--- config.mk ---
export PLATFORM = sky130hd
export DESIGN_NAME = dma_sched
export DESIGN_NICKNAME = d
export VERILOG_FILES = /design/src/rtl/dma_pkg.sv /design/src/rtl/rr_arbiter.sv /design/src/rtl/dma_sched.sv
export SDC_FILE = /design/constraint.sdc
export NUM_CORES = 1
export LEC_CHECK = 0
export ABC_AREA = 0
export CAP_MARGIN = 20
export CORE_ASPECT_RATIO = 1.2
export CORE_UTILIZATION = 50
export CTS_CLUSTER_SIZE = 25
export DETAILED_ROUTE_END_ITERATION = 7
export GPL_ROUTABILITY_DRIVEN = 1
export MAX_ROUTING_LAYER = met4
export PLACE_DENSITY = 0.81
export SLEW_MARGIN = 0
export SYNTH_ARGS = -nofsm -noshare
export SYNTH_HDL_FRONTEND = slang
export SYNTH_HIERARCHICAL = 1
export SYNTH_SLANG_ARGS = --single-unit
--- constraint.sdc ---
create_clock -name clk -period 5.7 [get_ports clk]
set_clock_uncertainty 0.1 [all_clocks]
set_input_delay 1.14 -clock clk [delete_from_list [all_inputs] [get_ports clk]]
set_output_delay 1.14 -clock clk [all_outputs]
set_load 0.03 [all_outputs]
--- src/rtl/dma_pkg.sv ---
// dma_pkg: shared FSM state type, completion record type and base address for the DMA scheduler
package dma_pkg;
  localparam int ID_W_MAX = 3;
  localparam logic [31:0] DMA_BASE_ADDR = 32'h1002_0100;
  typedef enum logic [1:0] {IDLE, GRANT, RUN, CMPL} sched_state_t;
  typedef struct packed {
    logic [ID_W_MAX-1:0] id;
    logic                err;
  } cmpl_rec_t;
endpackage

--- src/rtl/rr_arbiter.sv ---
// rr_arbiter: combinational round-robin pick of the first set request at or above ptr, with wrap
module rr_arbiter #(
  parameter int NUM_REQ = 4,
  localparam int IDW = $clog2(NUM_REQ)
) (
  input  logic [NUM_REQ-1:0] req,
  input  logic [IDW-1:0]     ptr,
  output logic [NUM_REQ-1:0] gnt_onehot,
  output logic [IDW-1:0]     gnt_idx,
  output logic               any
);
  logic [IDW-1:0] w_j;
  always_comb begin
    gnt_idx = '0;
    w_j = '0;
    for (int k = NUM_REQ - 1; k >= 0; k--) begin
      w_j = IDW'((int'(ptr) + k) % NUM_REQ);
      if (req[w_j]) gnt_idx = w_j;
    end
  end
  assign any = |req;
  assign gnt_onehot = any ? NUM_REQ'(1) << gnt_idx : '0;
endmodule

--- src/rtl/dma_sched.sv ---
// dma_sched: round-robin scheduler sharing one DMA engine among NUM_REQ descriptor-chain requesters
module dma_sched
  import dma_pkg::*;
#(
  parameter int NUM_REQ = 4,
  parameter int ADDR_W = 32,
  parameter int TO_W = 16,
  localparam int IDW = $clog2(NUM_REQ)
) (
  input  logic                      clk,
  input  logic                      rst,
  input  logic [NUM_REQ-1:0]        req_valid,
  input  logic [NUM_REQ*ADDR_W-1:0] req_desc,
  output logic [NUM_REQ-1:0]        req_ready,
  output logic                      dma_en,
  output logic [ADDR_W-1:0]         dma_desc_base,
  input  logic                      dma_done,
  output logic [IDW-1:0]            grant_id,
  input  logic [TO_W-1:0]           to_limit,
  output logic                      cmpl_valid,
  output logic [IDW-1:0]            cmpl_id,
  output logic                      cmpl_err,
  input  logic                      cmpl_ready,
  output logic [NUM_REQ-1:0]        irq_pend,
  input  logic [NUM_REQ-1:0]        irq_clr,
  output logic                      dma_irq
);
  sched_state_t r_state, w_nxt;
  logic [NUM_REQ-1:0] r_pend, r_irq, w_hs, w_oh;
  logic [ADDR_W-1:0] r_desc [NUM_REQ];
  logic [ADDR_W-1:0] r_base;
  logic [IDW-1:0] r_ptr, r_gid, r_cid, w_idx;
  logic [TO_W-1:0] r_wd;
  logic r_en, r_cv, r_cerr, r_dirq, w_any, w_to, w_acc;
  rr_arbiter #(.NUM_REQ(NUM_REQ)) u_arb (
    .req(r_pend),
    .ptr(r_ptr),
    .gnt_onehot(w_oh),
    .gnt_idx(w_idx),
    .any(w_any)
  );
  assign req_ready = rst ? '0 : ~r_pend;
  assign w_hs = req_valid & req_ready;
  assign w_to = (to_limit != '0) && (r_wd == to_limit - 1'b1);
  assign w_acc = (r_state == CMPL) && cmpl_ready;
  assign dma_en = r_en;
  assign dma_desc_base = r_base;
  assign grant_id = r_gid;
  assign cmpl_valid = r_cv;
  assign cmpl_id = r_cid;
  assign cmpl_err = r_cerr;
  assign irq_pend = r_irq;
  assign dma_irq = r_dirq;
  always_comb begin
    w_nxt = r_state;
    case (r_state)
      IDLE:    w_nxt = (w_any || |w_hs) ? GRANT : IDLE;
      GRANT:   w_nxt = RUN;
      RUN:     w_nxt = (dma_done || w_to) ? CMPL : RUN;
      CMPL:    w_nxt = cmpl_ready ? IDLE : CMPL;
      default: w_nxt = IDLE;
    endcase
  end
  always_ff @(posedge clk) begin
    if (rst) begin
      r_state <= IDLE;
      r_pend <= '0;
      r_ptr <= '0;
      r_gid <= '0;
      r_base <= '0;
      r_wd <= '0;
      r_en <= 1'b0;
      r_cv <= 1'b0;
      r_cid <= '0;
      r_cerr <= 1'b0;
      r_irq <= '0;
      r_dirq <= 1'b0;
    end else begin
      r_state <= w_nxt;
      r_pend <= (r_pend | w_hs) & ~((r_state == GRANT) ? w_oh : '0);
      r_irq <= (r_irq & ~irq_clr) | (w_acc ? NUM_REQ'(1) << r_gid : '0);
      r_dirq <= |r_irq;
      if (r_state == GRANT && w_any) begin
        r_gid <= w_idx;
        r_base <= r_desc[w_idx];
        r_ptr <= (w_idx == IDW'(NUM_REQ - 1)) ? '0 : w_idx + 1'b1;
        r_wd <= '0;
        r_en <= 1'b1;
      end
      if (r_state == RUN) begin
        r_wd <= &r_wd ? r_wd : r_wd + 1'b1;
        if (dma_done || w_to) begin
          r_en <= 1'b0;
          r_cv <= 1'b1;
          r_cid <= r_gid;
          r_cerr <= !dma_done;
        end
      end
      if (w_acc) r_cv <= 1'b0;
    end
  end
  always_ff @(posedge clk)
    for (int i = 0; i < NUM_REQ; i++)
      if (w_hs[i]) r_desc[i] <= req_desc[i*ADDR_W +: ADDR_W];
endmodule

==> impl_summary.md <==
Synth
The cell with the most instances after synthesis is sky130_fd_sc_hd__edfxtp_1. Summing every instance area after synthesis gives 8010 um2. The number of nets in the synthesized netlist is 765. The share of the Yosys chip area taken by registers is 64.9%. The area share of the largest cell type after synthesis is 48.0%.

The register bit total from synthesis is 196. The cell accounting for the most synthesized area is sky130_fd_sc_hd__edfxtp_1. Yosys mapped a number of flops with a built-in enable equal to 128.

The count of yosys warnings during synthesis is 6. The post-synthesis average cell area is 13.2 um2. Counting flops with an async set or reset pin after synthesis yields a share of 0%.

By count the netlist is led by sky130_fd_sc_hd__edfxtp_1 (128), sky130_fd_sc_hd__nand2_1 (80), sky130_fd_sc_hd__dfxtp_1 (68), sky130_fd_sc_hd__nor2_1 (49), sky130_fd_sc_hd__a21oi_1 (46). The most used flip-flop cell after synthesis is sky130_fd_sc_hd__edfxtp_1. Sorting the synthesized cells by area gives the leading types as sky130_fd_sc_hd__edfxtp_1 (48%), sky130_fd_sc_hd__dfxtp_1 (17%), sky130_fd_sc_hd__mux4_2 (9.0%). The number of distinct standard cells referenced by the synthesized netlist is 59.

The instance count of the mapped netlist is 606.

Setup path
The number of cells on the worst reg-to-reg path is 7. At the worst endpoint, the required time is 4460 ps. The classification of the worst setup path is primary input to primary output.

The critical path goes through buf_2 > buf_4 > nor2_1 > clkdlybuf4s50_1. STA classifies the critical path endpoint as a primary output. The maximum fanout along the worst path is 32. Among all stages on the critical path, the largest delay is contributed by sky130_fd_sc_hd__clkdlybuf4s50_1. In this design, the stage delay of the slowest critical-path cell is 610 ps. For the worst setup path, the data arrival time is 2780 ps. STA classifies the critical path startpoint as a primary input.

Finish
After the last flow step, the layout net total stands at 961. The area growth from synthesis to layout is 35.1%. Leaving out filler cells and counting taps, the final layout contains 1023. The cell area after layout is 10800 um2. Of the cells placed in the final design, the portion with a size suffix greater than 1 is 10.6%. The repair_antennas step left the layout with diodes totalling 0. Cells fill 69.2% of the core in the end.

GRT
Entering global routing, the biggest net connects 41 pins. The initial antenna violation count is 0. The final global-route overflow total is 0. The global-route usage over all layers is 26.7%. The global-route wire length before repair is 31800 um. The via count of the first global-routing pass is 5957.

STA
The count of pins over their slew limit is 0. The final hold violation count is 0. The fmax is 0.249 GHz. The max-slew headroom at the worst pin is 27.3%.

The worst slack on hold paths is 361 ps. The post-route fraction of the period consumed by the critical path is 70.5%. For the pin with the worst max-slew slack, the measured transition is 1090 ps.

The setup TNS is 0 ps. The total of endpoints with negative setup slack in the final report is 0. The worst path setup slack after routing is 1680 ps. Setup repair after global routing left no endpoint under its margin. The final critical delay including setup and external delays is 4020 ps.

Power and ir drop
The total chip power is 3.40 mW. For this design the static power due to leakage is 3.57 nW. Across the VDD grid, the largest voltage drop is 0.241 mV.

Power spread over the standard cell area amounts to 314 nW/um2.

CTS
Hold repair after CTS inserted 0 buffers. The clock insertion delay at the later pin of the skew report is 440 ps. The post-cts resize count is 0. The clock root buffer master is sky130_fd_sc_hd__clkbuf_16. TritonCTS built the clock tree.

Buffers added to address setup during post-CTS repair amount to 0. The clock tree buffer depth is 2. CTS saw 196 sinks. The number of buffers created by CTS is 17.

The H-tree depth is 4. Clock-pin slew was measured on the worst setup and hold paths at 70 ps.

Flow run
Across the run, the number of max-cap violations was 0.

Die
The initial core utilization is 51.2%. The placeable core region is 15600 um2. The die is 141 um tall. The I/O pin total is 204.

Row generation in the floorplan step produced 50 rows. The die is 118 um wide. The die outline area is 16500 um2.

Routing
For this run, the detailed router's first-pass iteration total came to 5. The number of design-rule violations left by the first detailed-router iteration is 287. The highest metal layer carrying signal wires in the routed design is met4. The met2 wire length is 10700 um. The mean routed wirelength per cell is 20.3 um. For this block, the via count after detailed routing is 5671. Once detail routing completed, the nets flagged for antenna violations numbered 0. The detailed-route wire length on metal 1 is 7670 um. The via density per instance is 5.54. After detailed routing, the met3 layer carries 1870 um of wire.

For this run, design rule violations remaining after detail routing come to 0. Wires add up to 20800 um.

Placed design
The total placed cells including tap cells is 991. During placement, the flow inserted port buffers numbering 203. The HPWL after detailed placement is 13800 um. The weighted congestion at the end of routability-driven global placement is 0.836. Summing all placed instances gives a cell area of 10200 um2. Before CTS, the worst setup slack after placement is 1520 ps.

Hold path
The number of cells on the worst hold path is 2. In this run the worst hold path is classified as register to register.

Outcome
The flow ran to the end, and the final reports show no timing, DRC or antenna violations.
registers in the layout, indices dropped and copies added (netlist names), 2 cells and up:
signal	count
grant_id	2
r_desc	128
r_state	2
cmpl_id	2
r_ptr	2
dma_desc_base	32
irq_pend	4
r_wd	16
r_pend	4
layout make-up:
cell class                 count  area [um2]
multi-input combinational    361        2630
timing repair buffer         210        2080
sequential                   196        5200
clock inverter                12         109
tap                          208         260
clock buffer                  20         479
inverter                      16        60.1
fill                        1084        4820
cell usage in the layout (no fill, tap or decap), drive strengths merged, types with 3 or more instances in the layout:
master	Yosys	routed
a211oi	5	5
a21oi	46	46
a311oi	3	3
and2	5	5
and3	3	3
buf	11	8
clkbuf	22	20
clkdlybuf4s50	0	202
clkinv	0	7
dfxtp	68	68
edfxtp	128	128
ha	3	3
inv	16	21
mux2i	5	5
mux4	32	32
nand2	81	81
nand2b	6	6
nand3	8	8
nand4	4	4
nor2	49	49
nor2b	7	7
nor3	15	15
nor4	7	7
o21a	4	4
o21ai	9	9
or3	4	4
or4	5	5
xnor2	27	27
xor2	5	5
worst max-delay path, delay by kind of cell:
| family | cells | cell delay (ps) |
|---|---|---|
| AND/OR/NAND/NOR | 1 | 100 |
| buffers and inverters | 3 | 1540 |
kinds of logic (layout without fill, tap and decap cells):
logic type               after synthesis  after routing  share of synthesized area [%]
AND/OR/NAND/NOR                      202            202                           12.0
flip-flops                           196            196                           64.9
AO/OA/AOI/OAI                         87             87                           7.01
buffers and inverters                 49            258                           2.48
multiplexers                          37             37                           9.62
XOR/XNOR                              32             32                           3.50
adder cells (fa/ha/maj)                3              3                          0.468
routing by layer:
metal  GRT usage, %  vias up
li1               -     2623
met1           28.1     2715
met2           45.8      298
met3           8.66       35
met4           11.8        0
met5              -        -
report_power, final:
group	total, mW	leakage (nW)	switching [mW]	internal (mW)
sequential	1.64	1.74	0.0472	1.59
combinational	0.576	1.54	0.296	0.281
clock	1.18	0.291	0.555	0.625
final timing paths:
path,from,endpoint,slack (ps)
min reg2reg,dma_desc_base[19],dma_desc_base[19],360
max reg2reg,r_ptr[0],dma_desc_base[13],2640
max,rst,req_ready[3],1680
min,dma_desc_base[19],dma_desc_base[19],360
(Power assumes the default switching activity.)
==> RTL change 1, RTL diff (config.mk and constraints unchanged) <==
Reset style: asynchronous (`rst`), changed in one clocked block.
--- a/src/rtl/dma_sched.sv
+++ b/src/rtl/dma_sched.sv
@@ -63,3 +63,3 @@
   end
-  always_ff @(posedge clk) begin
+  always_ff @(posedge clk or posedge rst) begin
     if (rst) begin
Check against the original RTL: differs if rst is asserted again (counterexample within 4 cycles, from zero or initial values and one cycle with rst high); with rst held inactive, the same outputs for 4 cycles.
==> RTL change 1 against the unedited design <==
Final cell count grew 0.88%; area after synthesis grew 4.6%; routed wire length grew 2.3%; die area grew 4.5%; critical endpoint is now req_ready[1]; final area grew 4.1%; sequential cell count is the same; worst setup slack gained 0.20 ns; synthesized cell count shrank 0.17%; first-iteration DRC count grew 100%; sequential share of layout area grew 1.1 points.
Power is not compared: it rests on default switching activity, and its combinational part moved more than twofold at a synthesized area within 25%.
==> RTL change 1: results (changes against the unedited design) <==
Run status
The run finished with clean final reports.

Hold path
In this run the most critical hold path is launched from dma_desc_base[31]$_DFFE_PP0P_. The worst hold path terminates at dma_desc_base[31]$_DFFE_PP0P_.

Cells and area
The multi-input logic cell count came to 368 (+1.9%). The sequential cell area was 5550 µm² (+6.5%). The number of fill cells is 1116 (+3.0%). The final-layout clock buffer total was 21 (+5.0%). The proportion of layout cells with a drive suffix above 1 is 11.6% (+1.0 points). The final net count is 966 (+0.52%).

GRT
The global-route track usage on met3 is 6.47% (-2.2 points). The largest net degree at the start of global routing is 69 (+68%). The number of global-route vias before repair is 6150 (+3.2%). The met1 track demand over resource in global routing is 30.1% (+1.9 points).

STA
The worst-case hold slack is 0.377 ns (+0.0160 ns). The transition time of the tightest slew-check pin was 1.09 ns (+0.000967 ns). The achievable clock frequency was 261 MHz (+5.1%).

Detailed routing
The met2 wirelength from detailed routing is 11300 µm (+6.0%). The via density per instance was 5.68 (+2.5%). The DRC violation total after the first TritonRoute iteration is 579 (+100%). The routed length per instance is 20.6 µm (+1.4%). The amount of wire on met3 after detailed routing is 1560 µm (-17%).

The routed metal-1 wirelength is 7940 µm (+3.5%). The via count is 5862 (+3.4%).

Setup path
The arrival time of data at the critical path endpoint came to 2.58 ns (-0.20 ns). The startpoint identified for the worst register-to-register timing path is r_ptr[0]$_DFFE_PP0P_. The highest net fanout along the worst path is 7 (-78%). The critical path ends at req_ready[1].

Synth
In the synthesized netlist, the cells that appear most often are 128 x edfxtp_1, 123 x nand2_1, 68 x dfrtp_1. The mean post-synth cell area is 13.9 µm² (+4.8%). The net count after synthesis came to 764 (-0.13%). The async set or reset register ratio after synthesis is 34.7% (+35 points). In the post-synthesis netlist, the biggest area contributors are edfxtp_1 46%, dfrtp_1 20%, mux4_2 8.6%, nand2_1 5.5%, nor2_1 1.6%.

Place
The pre-CTS setup slack is 1.88 ns (+0.366 ns). The half-perimeter wire length after placement is 14600 µm (+5.4%). The total instance count after detailed placement came to 1000 (+0.91%). The global placer's final weighted congestion is 0.889 (+6.3%).
[RTL change 1: changes by cell type in the layout (fill, tap and decap cells not counted), sizes merged, moves of 5 or more]
cell / unedited run / this run
nand2: 81 / 123
a21oi: 46 / 11
xor2: 5 / 12
o211ai: 1 / 6
dfrtp: 0 / 68
nor2: 49 / 37
nor4: 7 / 2
dfxtp: 68 / 0
xnor2: 27 / 13
nand4: 4 / 14
[RTL change 1: tightest hold or removal path, cell delays in order, from the launching register on]
cell     delay (ns)
dfrtp_1        0.34
nand2_1        0.05
nand2_1        0.05
[RTL change 1: logic make-up (layout without fill, tap and decap cells)]
| group | after synthesis | in the layout | synth area share [%] |
|---|---|---|---|
| mux | 35 | 35 | 8.97 |
| flops | 196 | 196 | 66.1 |
| fa+ha+maj | 3 | 3 | 0.448 |
| simple gates | 237 | 237 | 13.7 |
| buf+inv | 41 | 256 | 2.00 |
| compound gates | 68 | 68 | 6.10 |
| xor+xnor | 25 | 25 | 2.61 |
==> RTL change 2, RTL diff (same settings) <==
Without the edit above. The parameter `ADDR_W` goes from 32 to 16.
--- a/src/rtl/dma_sched.sv
+++ b/src/rtl/dma_sched.sv
@@ -5,3 +5,3 @@
   parameter int NUM_REQ = 4,
-  parameter int ADDR_W = 32,
+  parameter int ADDR_W = 16,
   parameter int TO_W = 16,
Ports: changed (resized dma_desc_base and req_desc); port bits go from 204 to 124. The function was not compared with the original's and may differ.
==> RTL change 2 against the unedited design <==
First-iteration DRC count increased by 0.70%; register-to-register slack improved by 0.29 ns; area after synthesis decreased by 36%; sequential cell count decreased by 80; routed wire length decreased by 39%; total power decreased by 31%; final area decreased by 35%; worst setup slack improved by 0.30 ns; count of clock-buffer cells in the layout decreased by 1; largest cell class unchanged; largest power group is now the clock network; highest routed layer unchanged.
==> RTL change 2: results (changes against the unedited design) <==
Detailed routing
The amount of wire on met3 after detailed routing is 919 µm (-51%). The DRC violation total after the first TritonRoute iteration is 289 (+0.70%). The via density per instance came to 5.61 (+1.2%). The routed length per instance is 17.8 µm (-12%).

The routed metal-1 wirelength is 4930 µm (-36%). The via count is 3978 (-30%). The met2 wirelength from detailed routing is 6600 µm (-38%).

Cells and area
Relative to the synthesized area, the layout overhead comes to 37.9%. The number of antenna diodes came to 0 (unchanged). The flip-flop count of the largest register, all copies and words added was 64 (-50%). The number of fill cells is 699 (-36%). The final net count came to 665 (-31%).

Setup path
The critical path capture point is cmpl_id[0]$_SDFFE_PP0P_. The depth of the most critical reg-to-reg path is 6 (-1). The arrival time of data at the critical path endpoint is 3.95 ns (+1.17 ns). The flop-to-flop setup slack came to 2.93 ns (+0.29 ns). The cell with the largest stage delay on the worst path is nor3b_1. The worst register-to-register path ends at dma_desc_base[10]$_SDFFE_PP0P_. The critical path launch point is to_limit[0].

Place
The pre-CTS setup slack is 1.64 ns (+0.124 ns). The port buffer count is 123 (-39%). The global placer's final weighted congestion is 1.03 (+23%). The standard cell area after detailed placement was 6430 µm² (-37%). The half-perimeter wire length after placement was 8610 µm (-38%). The total instance count after detailed placement is 676 (-32%).

Synth
The commonest cells after synthesis are 64 x edfxtp_1, 55 x nand2_1, 52 x dfxtp_1. The register area share after synthesis is 58.2% (-6.7 points). In the post-synthesis netlist, the biggest area contributors are edfxtp_1 38%, dfxtp_1 20%, mux4_2 7.1%, nand2_1 4.1%, a21oi_1 3.5%. The net count after synthesis is 538 (-30%). The count of cell types in the netlist was 54 (-8.5%). The gate count after technology mapping came to 443 (-27%).

STA
The worst slew margin relative to its limit was 26.8% (-0.52 points). The final worst-path setup slack came to 1.98 ns (+0.298 ns).

Floorplanning
The area of the core came to 9960 µm² (-36%).

Clocking
The post-CTS clock slew at the launch and capture registers of the worst setup and hold paths is 0.05 ns (-0.02 ns). The clock insertion delay at the later pin of the skew report is 0.40 ns (-0.04 ns).

GRT
The largest net degree at the start of global routing is 28 (-32%). The first-pass GRT wire length is 20100 µm (-37%). The number of global-route vias before repair was 4177 (-30%). The met2 layer usage reported by global route is 45.2% (-0.65 points). The met1 track demand over resource in global routing is 28.6% (+0.50 points).

The global-route track usage on met3 is 8.13% (-0.53 points).

Run status
The run finished with clean final reports.

Pwr
The maximum VDD drop came to 0.000272 V (+13%). The switching power as a share of total power is 25.6% (-0.80 points).
-- RTL change 2: cells by family (layout without fill, tap and decap cells) --
group / count (synthesis) / in the layout / synth area share [%]
xor gates and xnor gates: 28 / 28 / 4.82
DFF: 116 / 116 / 58.2
buffers and inverters: 28 / 168 / 2.31
and+or+nand+nor: 178 / 178 / 17.1
AOI/OAI and AO/OA: 71 / 71 / 9.10
muxes: 19 / 19 / 7.69
adders and majority gates: 3 / 3 / 0.738
-- RTL change 2: power groups by stage --
stage	clock network [mW]	logic, mW	registers, mW
6_report	1.04	0.352	0.964
5_1_grt	1.10	0.379	0.969
4_1_cts	1.06	0.354	0.963
3_5_place_dp	0	0.351	0.980
3_3_place_gp	0	0.344	0.977
2_1_floorplan	0	0.177	0.999
-- RTL change 2: worst min path at each step --
stage                     slack [ns]                              to                           start
after floorplan                 0.34           r_ptr[1]$_SDFFE_PP0P_           r_ptr[1]$_SDFFE_PP0P_
after global placement          0.34  dma_desc_base[15]$_SDFFE_PP0P_  dma_desc_base[15]$_SDFFE_PP0P_
after detailed placement        0.35   dma_desc_base[5]$_SDFFE_PP0P_   dma_desc_base[5]$_SDFFE_PP0P_
after CTS                       0.35   dma_desc_base[5]$_SDFFE_PP0P_   dma_desc_base[5]$_SDFFE_PP0P_
after global routing            0.38   dma_desc_base[8]$_SDFFE_PP0P_   dma_desc_base[8]$_SDFFE_PP0P_
final                           0.35   dma_desc_base[5]$_SDFFE_PP0P_   dma_desc_base[5]$_SDFFE_PP0P_
-- RTL change 2: area by class of cell --
type / instances / area share [%]
clock inverters: 13 / 2.18
clock buffers: 19 / 6.17
multi-input cells: 299 / 28.8
inverters: 9 / 0.481
well taps: 126 / 2.25
flip-flops and latches: 116 / 42.2
repair buffers: 127 / 17.9
